[config.mk]
export PLATFORM = sky130hd
export DESIGN_NAME = rect_fill_engine_flat
export DESIGN_NICKNAME = d
export VERILOG_FILES = /design/src/rtl/rect_fill_if.sv /design/src/rtl/rect_fill_engine.sv /design/src/flat_wrapper.sv
export SDC_FILE = /design/constraint.sdc
export NUM_CORES = 1
export LEC_CHECK = 0
export BUFFER_PORTS_ARGS = -buffer_cell sky130_fd_sc_hd__buf_2
export CAP_MARGIN = 20
export CORE_ASPECT_RATIO = 1.4
export CORE_UTILIZATION = 35
export CTS_BUF_LIST = sky130_fd_sc_hd__clkbuf_8
export DETAILED_ROUTE_END_ITERATION = 10
export SLEW_MARGIN = 10
export SYNTH_ARGS = -nofsm -noshare
export SYNTH_HDL_FRONTEND = slang
export SYNTH_SLANG_ARGS = --single-unit
[constraint.sdc]
create_clock -name clk -period 9.4 [get_ports clk]
set_input_delay 0.94 -clock clk [delete_from_list [all_inputs] [get_ports clk]]
set_output_delay 0.94 -clock clk [all_outputs]
set_load 0.03 [all_outputs]
[src/rtl/rect_fill_if.sv]
// Command and frame-buffer write-port bundle for the rectangle fill engine.
// master = sequencer side, slave = fill engine.
interface rect_fill_if;
    logic       start;
    logic [9:0] x0;
    logic [9:0] y0;
    logic [9:0] x1;
    logic [9:0] y1;
    logic [7:0] color_r;
    logic [7:0] color_g;
    logic [7:0] color_b;
    logic       swap_after;
    logic       stall;

    logic [9:0] position_x_new;
    logic [9:0] position_y_new;
    logic [7:0] color_r_new;
    logic [7:0] color_g_new;
    logic [7:0] color_b_new;
    logic       wr_en;
    logic       swap;
    logic       busy;
    logic       done;

    modport master (
        output start, x0, y0, x1, y1, color_r, color_g, color_b, swap_after, stall,
        input  position_x_new, position_y_new, color_r_new, color_g_new, color_b_new,
               wr_en, swap, busy, done
    );

    modport slave (
        input  start, x0, y0, x1, y1, color_r, color_g, color_b, swap_after, stall,
        output position_x_new, position_y_new, color_r_new, color_g_new, color_b_new,
               wr_en, swap, busy, done
    );
endinterface

[src/rtl/rect_fill_engine.sv]
// Back-buffer rectangle filler: one solid-colour pixel per clock in raster order,
// with an optional buffer-swap pulse once the last pixel has been written.
module rect_fill_engine #(
    parameter int H_RES = 640,
    parameter int V_RES = 480
) (
    input  logic        clk,
    input  logic        clear,
    rect_fill_if.slave  bus
);

    typedef enum logic [1:0] {
        IDLE = 2'd0,
        FILL = 2'd1,
        SWAP = 2'd2,
        DONE = 2'd3
    } state_t;

    localparam logic [9:0] X_LIM = 10'(H_RES - 1);
    localparam logic [9:0] Y_LIM = 10'(V_RES - 1);

    state_t     state;
    state_t     state_n;

    logic [9:0] xmin;
    logic [9:0] xmax;
    logic [9:0] ymin;
    logic [9:0] ymax;
    logic [9:0] cx;
    logic [9:0] cy;
    logic [7:0] fill_r;
    logic [7:0] fill_g;
    logic [7:0] fill_b;
    logic       fill_swap;

    logic       row_end;
    logic       last_px;
    logic       advance;

    logic [9:0] pos_x_q;
    logic [9:0] pos_y_q;
    logic [7:0] col_r_q;
    logic [7:0] col_g_q;
    logic [7:0] col_b_q;
    logic       wr_en_q;
    logic       swap_q;
    logic       busy_q;
    logic       done_q;

    logic [9:0] pos_x_n;
    logic [9:0] pos_y_n;
    logic [7:0] col_r_n;
    logic [7:0] col_g_n;
    logic [7:0] col_b_n;
    logic       wr_en_n;
    logic       swap_n;
    logic       busy_n;
    logic       done_n;

    function automatic logic [9:0] clamp(input logic [9:0] v, input logic [9:0] lim);
        return (v > lim) ? lim : v;
    endfunction

    function automatic logic [9:0] min10(input logic [9:0] a, input logic [9:0] b);
        return (a < b) ? a : b;
    endfunction

    function automatic logic [9:0] max10(input logic [9:0] a, input logic [9:0] b);
        return (a > b) ? a : b;
    endfunction

    assign row_end = (cx == xmax);
    assign last_px = row_end && (cy == ymax);
    assign advance = (state == FILL) && !bus.stall;

    // State register
    always_ff @(posedge clk) begin
        if (clear) begin
            state <= IDLE;
        end else begin
            state <= state_n;
        end
    end

    // Next-state logic; start is only looked at in IDLE
    always_comb begin
        state_n = state;
        unique case (state)
            IDLE: if (bus.start) state_n = FILL;
            FILL: if (advance && last_px) state_n = fill_swap ? SWAP : DONE;
            SWAP: state_n = DONE;
            DONE: state_n = IDLE;
            default: state_n = IDLE;
        endcase
    end

    // Rectangle bounds and raster counters; only meaningful outside IDLE, so no reset
    always_ff @(posedge clk) begin
        if (state == IDLE && bus.start) begin
            xmin      <= clamp(min10(bus.x0, bus.x1), X_LIM);
            xmax      <= clamp(max10(bus.x0, bus.x1), X_LIM);
            ymin      <= clamp(min10(bus.y0, bus.y1), Y_LIM);
            ymax      <= clamp(max10(bus.y0, bus.y1), Y_LIM);
            cx        <= clamp(min10(bus.x0, bus.x1), X_LIM);
            cy        <= clamp(min10(bus.y0, bus.y1), Y_LIM);
            fill_r    <= bus.color_r;
            fill_g    <= bus.color_g;
            fill_b    <= bus.color_b;
            fill_swap <= bus.swap_after;
        end else if (advance) begin
            if (row_end) begin
                cx <= xmin;
                cy <= cy + 10'd1;
            end else begin
                cx <= cx + 10'd1;
            end
        end
    end

    // Output next values; position/colour hold their last value when no write is issued
    always_comb begin
        pos_x_n = pos_x_q;
        pos_y_n = pos_y_q;
        col_r_n = col_r_q;
        col_g_n = col_g_q;
        col_b_n = col_b_q;
        wr_en_n = 1'b0;
        swap_n  = 1'b0;
        done_n  = 1'b0;
        // busy stays up through the cycle in which done is shown
        busy_n  = (state_n != IDLE) || (state == DONE);
        if (advance) begin
            pos_x_n = cx;
            pos_y_n = cy;
            col_r_n = fill_r;
            col_g_n = fill_g;
            col_b_n = fill_b;
            wr_en_n = 1'b1;
        end
        if (state == SWAP) swap_n = 1'b1;
        if (state == DONE) done_n = 1'b1;
    end

    // Registered outputs
    always_ff @(posedge clk) begin
        if (clear) begin
            pos_x_q <= '0;
            pos_y_q <= '0;
            col_r_q <= '0;
            col_g_q <= '0;
            col_b_q <= '0;
            wr_en_q <= 1'b0;
            swap_q  <= 1'b0;
            busy_q  <= 1'b0;
            done_q  <= 1'b0;
        end else begin
            pos_x_q <= pos_x_n;
            pos_y_q <= pos_y_n;
            col_r_q <= col_r_n;
            col_g_q <= col_g_n;
            col_b_q <= col_b_n;
            wr_en_q <= wr_en_n;
            swap_q  <= swap_n;
            busy_q  <= busy_n;
            done_q  <= done_n;
        end
    end

    assign bus.position_x_new = pos_x_q;
    assign bus.position_y_new = pos_y_q;
    assign bus.color_r_new    = col_r_q;
    assign bus.color_g_new    = col_g_q;
    assign bus.color_b_new    = col_b_q;
    assign bus.wr_en          = wr_en_q;
    assign bus.swap           = swap_q;
    assign bus.busy           = busy_q;
    assign bus.done           = done_q;

endmodule

[src/flat_wrapper.sv]
// flat-port wrapper written by rule: the top's interface ports become plain ports
module rect_fill_engine_flat 
#(
    parameter int H_RES = 640,
    parameter int V_RES = 480
)
  (clk, clear, bus_start, bus_x0, bus_y0, bus_x1, bus_y1, bus_color_r, bus_color_g, bus_color_b, bus_swap_after, bus_stall, bus_position_x_new, bus_position_y_new, bus_color_r_new, bus_color_g_new, bus_color_b_new, bus_wr_en, bus_swap, bus_busy, bus_done);
  rect_fill_if bus_i ();
  input  logic clk;
  input  logic clear;
  input wire logic [$bits(bus_i.start)-1:0] bus_start;
  input wire logic [$bits(bus_i.x0)-1:0] bus_x0;
  input wire logic [$bits(bus_i.y0)-1:0] bus_y0;
  input wire logic [$bits(bus_i.x1)-1:0] bus_x1;
  input wire logic [$bits(bus_i.y1)-1:0] bus_y1;
  input wire logic [$bits(bus_i.color_r)-1:0] bus_color_r;
  input wire logic [$bits(bus_i.color_g)-1:0] bus_color_g;
  input wire logic [$bits(bus_i.color_b)-1:0] bus_color_b;
  input wire logic [$bits(bus_i.swap_after)-1:0] bus_swap_after;
  input wire logic [$bits(bus_i.stall)-1:0] bus_stall;
  output wire logic [$bits(bus_i.position_x_new)-1:0] bus_position_x_new;
  output wire logic [$bits(bus_i.position_y_new)-1:0] bus_position_y_new;
  output wire logic [$bits(bus_i.color_r_new)-1:0] bus_color_r_new;
  output wire logic [$bits(bus_i.color_g_new)-1:0] bus_color_g_new;
  output wire logic [$bits(bus_i.color_b_new)-1:0] bus_color_b_new;
  output wire logic [$bits(bus_i.wr_en)-1:0] bus_wr_en;
  output wire logic [$bits(bus_i.swap)-1:0] bus_swap;
  output wire logic [$bits(bus_i.busy)-1:0] bus_busy;
  output wire logic [$bits(bus_i.done)-1:0] bus_done;
  assign bus_i.start = bus_start;
  assign bus_i.x0 = bus_x0;
  assign bus_i.y0 = bus_y0;
  assign bus_i.x1 = bus_x1;
  assign bus_i.y1 = bus_y1;
  assign bus_i.color_r = bus_color_r;
  assign bus_i.color_g = bus_color_g;
  assign bus_i.color_b = bus_color_b;
  assign bus_i.swap_after = bus_swap_after;
  assign bus_i.stall = bus_stall;
  assign bus_position_x_new = bus_i.position_x_new;
  assign bus_position_y_new = bus_i.position_y_new;
  assign bus_color_r_new = bus_i.color_r_new;
  assign bus_color_g_new = bus_i.color_g_new;
  assign bus_color_b_new = bus_i.color_b_new;
  assign bus_wr_en = bus_i.wr_en;
  assign bus_swap = bus_i.swap;
  assign bus_busy = bus_i.busy;
  assign bus_done = bus_i.done;
  rect_fill_engine #(.H_RES(H_RES), .V_RES(V_RES)) u_core (.clk(clk), .clear(clear), .bus(bus_i));
endmodule
-- After elaboration in Yosys (flattened, before gate mapping)
Index checks and enable logic that the tools add are counted.
- flip-flop bits (word level): 125
- bits of input ports: 69
- logic and storage cells: 64
- output and inout port bits: 48
- equality and inequality tests: 5
- muxes and demuxes: 19
- $lt $le $gt $ge: 8
- reduce and logical (&&, ||, !) cells: 11
- $add $sub $neg: 2
- operator list (cell ; number):
    10-bit two-way mux ; 12
    10-bit by 1-bit adder with 10-bit output (second input constant) ; 2
    10-bit equality test ; 2
    10-bit > comparator ; 2
    10-bit > comparator (second input constant) ; 2
    10-bit by 9-bit > comparator with 1-bit output (second input constant) ; 2
    10-bit less-than comparator ; 2
    2-bit one-hot mux with 4 select lines ; 1
    2-bit nonzero test ; 3
    2-bit equality test (second input constant) ; 2
    1-bit logical AND ; 4
    1-bit two-way mux ; 4
    2-bit two-way mux ; 2
    2-bit by 1-bit equality test with 1-bit output (second input constant) ; 1
    2-bit logical NOT ; 1
    2-bit AND reduction ; 1
    1-bit logical NOT ; 1
    1-bit logical OR ; 1

-- Longest topological paths before layout
- word-level depth: 7
- gate-level depth with buffers: 9
- mapped depth without buffers: 8

-- Least setup slack after synthesis
No wires, ideal clock.
- path kind: input to register
- start: in bus_start
- end: reg u_core.cy[2] (data pin)
- stages on the path: 4
- setup time: 0.370 ns
- data required time: 9.030 ns
- path buffers: 1
- slack: 5.918 ns
- data arrival time: 3.112 ns
- cells stage by stage: nand2_1 -> clkinv_1 -> clkbuf_1 -> a311oi_1
- word-level cells in the longest chain between the ends: 2
- RTL lines (element ; RTL line ; RTL):
    from (decl) ; flat_wrapper.sv:11 ; input wire logic [$bits(bus_i.start)-1:0] bus_start;
    1-bit logical AND ; rect_fill_engine.sv:99 ; if (state == IDLE && bus.start) begin
    10-bit two-way mux ; rect_fill_engine.sv:99 ;
    to (signal assigned) ; rect_fill_engine.sv:105 ; cy <= clamp(min10(bus.y0, bus.y1), Y_LIM);
    to (signal assigned) ; rect_fill_engine.sv:113 ; cy <= cy + 10'd1;
    to (decl) ; rect_fill_engine.sv:30 ; logic [9:0] cy;
No other way between the ends.
A chain may end at the register's enable or synchronous reset.

-- Worst setup path in the final report
- start: in bus_x1[9]
- end: reg u_core.xmax[9] (data pin)
- word-level cells in the longest chain between the ends: 3
- RTL lines (element ; RTL line ; RTL):
    from (decl) ; flat_wrapper.sv:14 ; input wire logic [$bits(bus_i.x1)-1:0] bus_x1;
    10-bit > comparator ; rect_fill_engine.sv:69 ; return (a > b) ? a : b;
    10-bit two-way mux * ; rect_fill_engine.sv:69 ;
    10-bit > comparator ; rect_fill_engine.sv:61 ; return (v > lim) ? lim : v;
    to (signal assigned) ; rect_fill_engine.sv:101 ; xmax <= clamp(max10(bus.x0, bus.x1), X_LIM);
    to (decl) ; rect_fill_engine.sv:26 ; logic [9:0] xmax;
Mark *: on every way between the ends. The rest lies on a longest branch, timed or not.

==> metrics.txt <==
synth warn 0; skew final about 0.011 ns; CTS tree built; DRC 10; Worst Hold Launch u_core.bus.color_g_new[5]$_SDFFE_PP0P_; critical path launch point type primary input; Post-Synthesis Cells ~570; synthesized cell area 5910 sq um; final WL approximately 13 mm; Post-synth EDFFs between 70 and 80; post-cts hold buffer count 0; Synth cell types 47; top post-synthesis cells by count nand2_1, edfxtp_1, a21oi_1, dfxtp_1, nor2_1; ys async rst share 0%; post-CTS setup repair buffer count 0; Core Box Area 16300 sq um; vias in the first global route 4429; outcome complete, but fails checks; cts repair resizes 0; Starting Density 36.2%; Antenna Cells 0; Max Fclk roughly 360 MHz; post-synth net total 657; worst endpoint required time 9.57 ns; Die ar. 17400 sq um; initial antenna violation count 0; synthesized area per cell ~10 sq um; first-pass GRT wire length 22.1 mm; Synth area leaders edfxtp_1, dfxtp_1, nand2_1, mux2i_1, a21oi_1; Total GRT Usage 16.1%; post-DP HPWL 9.65 mm; max cap viols 0; Post-Place Setup Slack 6.16 ns; Synth Register Bits 125; DR pass1 iterations 8; Final #Nets 771; Critical Path Slowest Stage Cell mux2_2; crit end category flop; share of layout cells above drive strength 1 24.5%; CP arrival 2.98 ns; DR vias between 4000 and 5000; Final Setup Violations 0; Layout area overhead 21.0%; Root Driver clkbuf_8; most numerous cell in the Yosys netlist nand2_1; Leak 0.00299 uW; clk_lat worst skew 0.42 ns; die height 156 microns; final worst path period share between 20% and 30%; clock buffer depth 2; Vias/cell 4.95; Sink Count 125; CP startpoint bus_x1[9]; Worst VDD drop 0.0989 mV; initial drt markers 342; Die X 112 microns; Num CTS Buffers 17; RSZ-0062 raised after global routing false; WP buf/inv 3; CP max FO 11; Final GP Congestion 0.930; max_slew headroom 40.6%; worst r2r src u_core.state[1]$_SDFF_PP0_; port buffer count between 100 and 150; I/O Pins 117; GRT overflow 0; min-delay worst type reg2reg; largest net degree at the start of global routing 58; WS Path Type in2reg; Core Rows 55; DRT antenna net count 0; setup TNS 0 ns; sequential area share after synthesis a little under three fifths; fin crit period 2.81 ns; top_reg_cell synth edfxtp_1; Yosys top cell area share a little under two fifths; Setup WS post-layout 6.59 ns; post-synth top area cell edfxtp_1; CP cell instances buf_2, inv_1, ha_1, nand3_2, nor3_2, o21ai_1, o211a_1, a31oi_1, buf_4, mux2_2; Power Dens Cells 197 nW/um^2; Slew @ Worst Pin 0.891 ns; CTS HTree Levels 4; slowest stage delay, CP 0.35 ns; Worst path top cell family by delay compound AO/OA/AOI/OAI gates; final hold violation count 0; failing checks design-rule violations; Reg clk slew, reported paths 0.07 ns; DR WL/cell 15.0 microns; max-slew violation count 0
-- cells in the final DEF, fill, tap and decap left out, types with 2 or more instances in the layout --
cell type	instances
buf_2	116
nor3_2	3
and3_1	12
clkbuf_8	18
buf_4	6
mux2_2	6
a221oi_1	3
edfxtp_1	75
a21o_1	3
nand3_1	9
dfxtp_1	50
inv_1	23
a211o_1	7
ha_1	22
bufinv_16	6
nor4_1	6
nand2_1	102
a31oi_1	2
clkinv_2	2
and2_1	2
clkinv_4	3
o21ai_0	4
xor2_1	14
nand2b_1	3
nand4_1	11
a21oi_1	55
xnor2_1	22
nor3_1	13
o21a_1	2
mux2i_1	28
a211oi_1	2
nor2_1	44
-- where the power goes --
part / internal, uW / switching, uW / total [uW]
Combinational: 76.7 / 114 / 190
Clock: 351 / 217 / 568
Sequential: 624 / 24.5 / 649
Total: 1050 / 355 / 1410
-- kinds of logic after synthesis --
kind of cell / after synthesis / share of synthesized area (%)
AND/OR/NAND/NOR: 210 / 16.0
flip-flops: 125 / 55.1
AO/OA/AOI/OAI: 86 / 9.05
buffers and inverters: 51 / 3.64
XOR/XNOR: 36 / 5.34
multiplexers: 35 / 6.14
adder cells (fa/ha/maj): 22 / 4.66
other: 1 / 0.0635
-- worst register-to-register path: stages (launching register included) --
cell     delay, ns
dfxtp_1       0.36
nor2_1        0.10
nand2_1       0.06
buf_4         0.23
inv_2         0.46
buf_4         0.64
nor3_1        0.16
a211o_1       0.30
-- registers in the layout, summed over array words and instances (netlist names) --
signal / count
u_core.fill_swap: 1
u_core.bus.color_b_new: 8
u_core.cy: 10
u_core.bus.busy: 1
u_core.state: 2
u_core.bus.done: 1
u_core.xmin: 10
u_core.bus.wr_en: 1
u_core.bus.position_x_new: 10
u_core.bus.position_y_new: 10
u_core.cx: 10
u_core.fill_r: 8
u_core.bus.color_r_new: 8
u_core.fill_g: 8
u_core.bus.color_g_new: 8
u_core.bus.swap: 1
u_core.fill_b: 8
u_core.ymax: 10
u_core.xmax: 10
-- metrics by stage --
stage | instance area, sq um | instances | hold WS, ns | utilization [%] | power (uW)
after floorplan | 5910 | 566 | 0.438 | - | 791
after global placement | 6660 | 860 | 0.439 | 40.8 | 847
after detailed placement | 6660 | 860 | 0.443 | 40.8 | 853
after CTS | 7150 | 892 | 0.455 | 43.8 | 1430
after global routing | 7150 | 892 | 0.472 | 43.8 | 1470
final | 7150 | 892 | 0.450 | 43.8 | 1410
-- metal layers --
| layer | GRT usage (%) | vias up | routed length [microns] |
|---|---|---|---|
| met3 | 3.38 | 8 | 550 |
| met1 | 19.7 | 2080 | 5990 |
| met5 | 0 | - | 0 |
| li1 | - | 2220 | - |
| met4 | 6.69 | 0 | 142 |
| met2 | 27.6 | 110 | 6710 |
-- cell type report --
cell class	instances	area, sq um
multi-input cells	390	2440
inverters	24	90.1
clock buffers	18	248
repair buffers	122	626
well taps	199	249
clock inverters	14	239
flip-flops and latches	125	3250
fillers	1600	9160
-- path summary, 6_finish.rpt --
| kind | end | slack (ns) | cells after the start |
|---|---|---|---|
| max | u_core.xmax[9]$_SDFFCE_PN1P_ | 6.59 | 10 |
| min | u_core.bus.color_g_new[5]$_SDFFE_PP0P_ | 0.45 | 2 |
| max reg2reg | u_core.cx[7]$_DFFE_PP_ | 6.86 | 7 |
| min reg2reg | u_core.bus.color_g_new[5]$_SDFFE_PP0P_ | 0.45 | 2 |
Power figures use the tool's default switching activity.
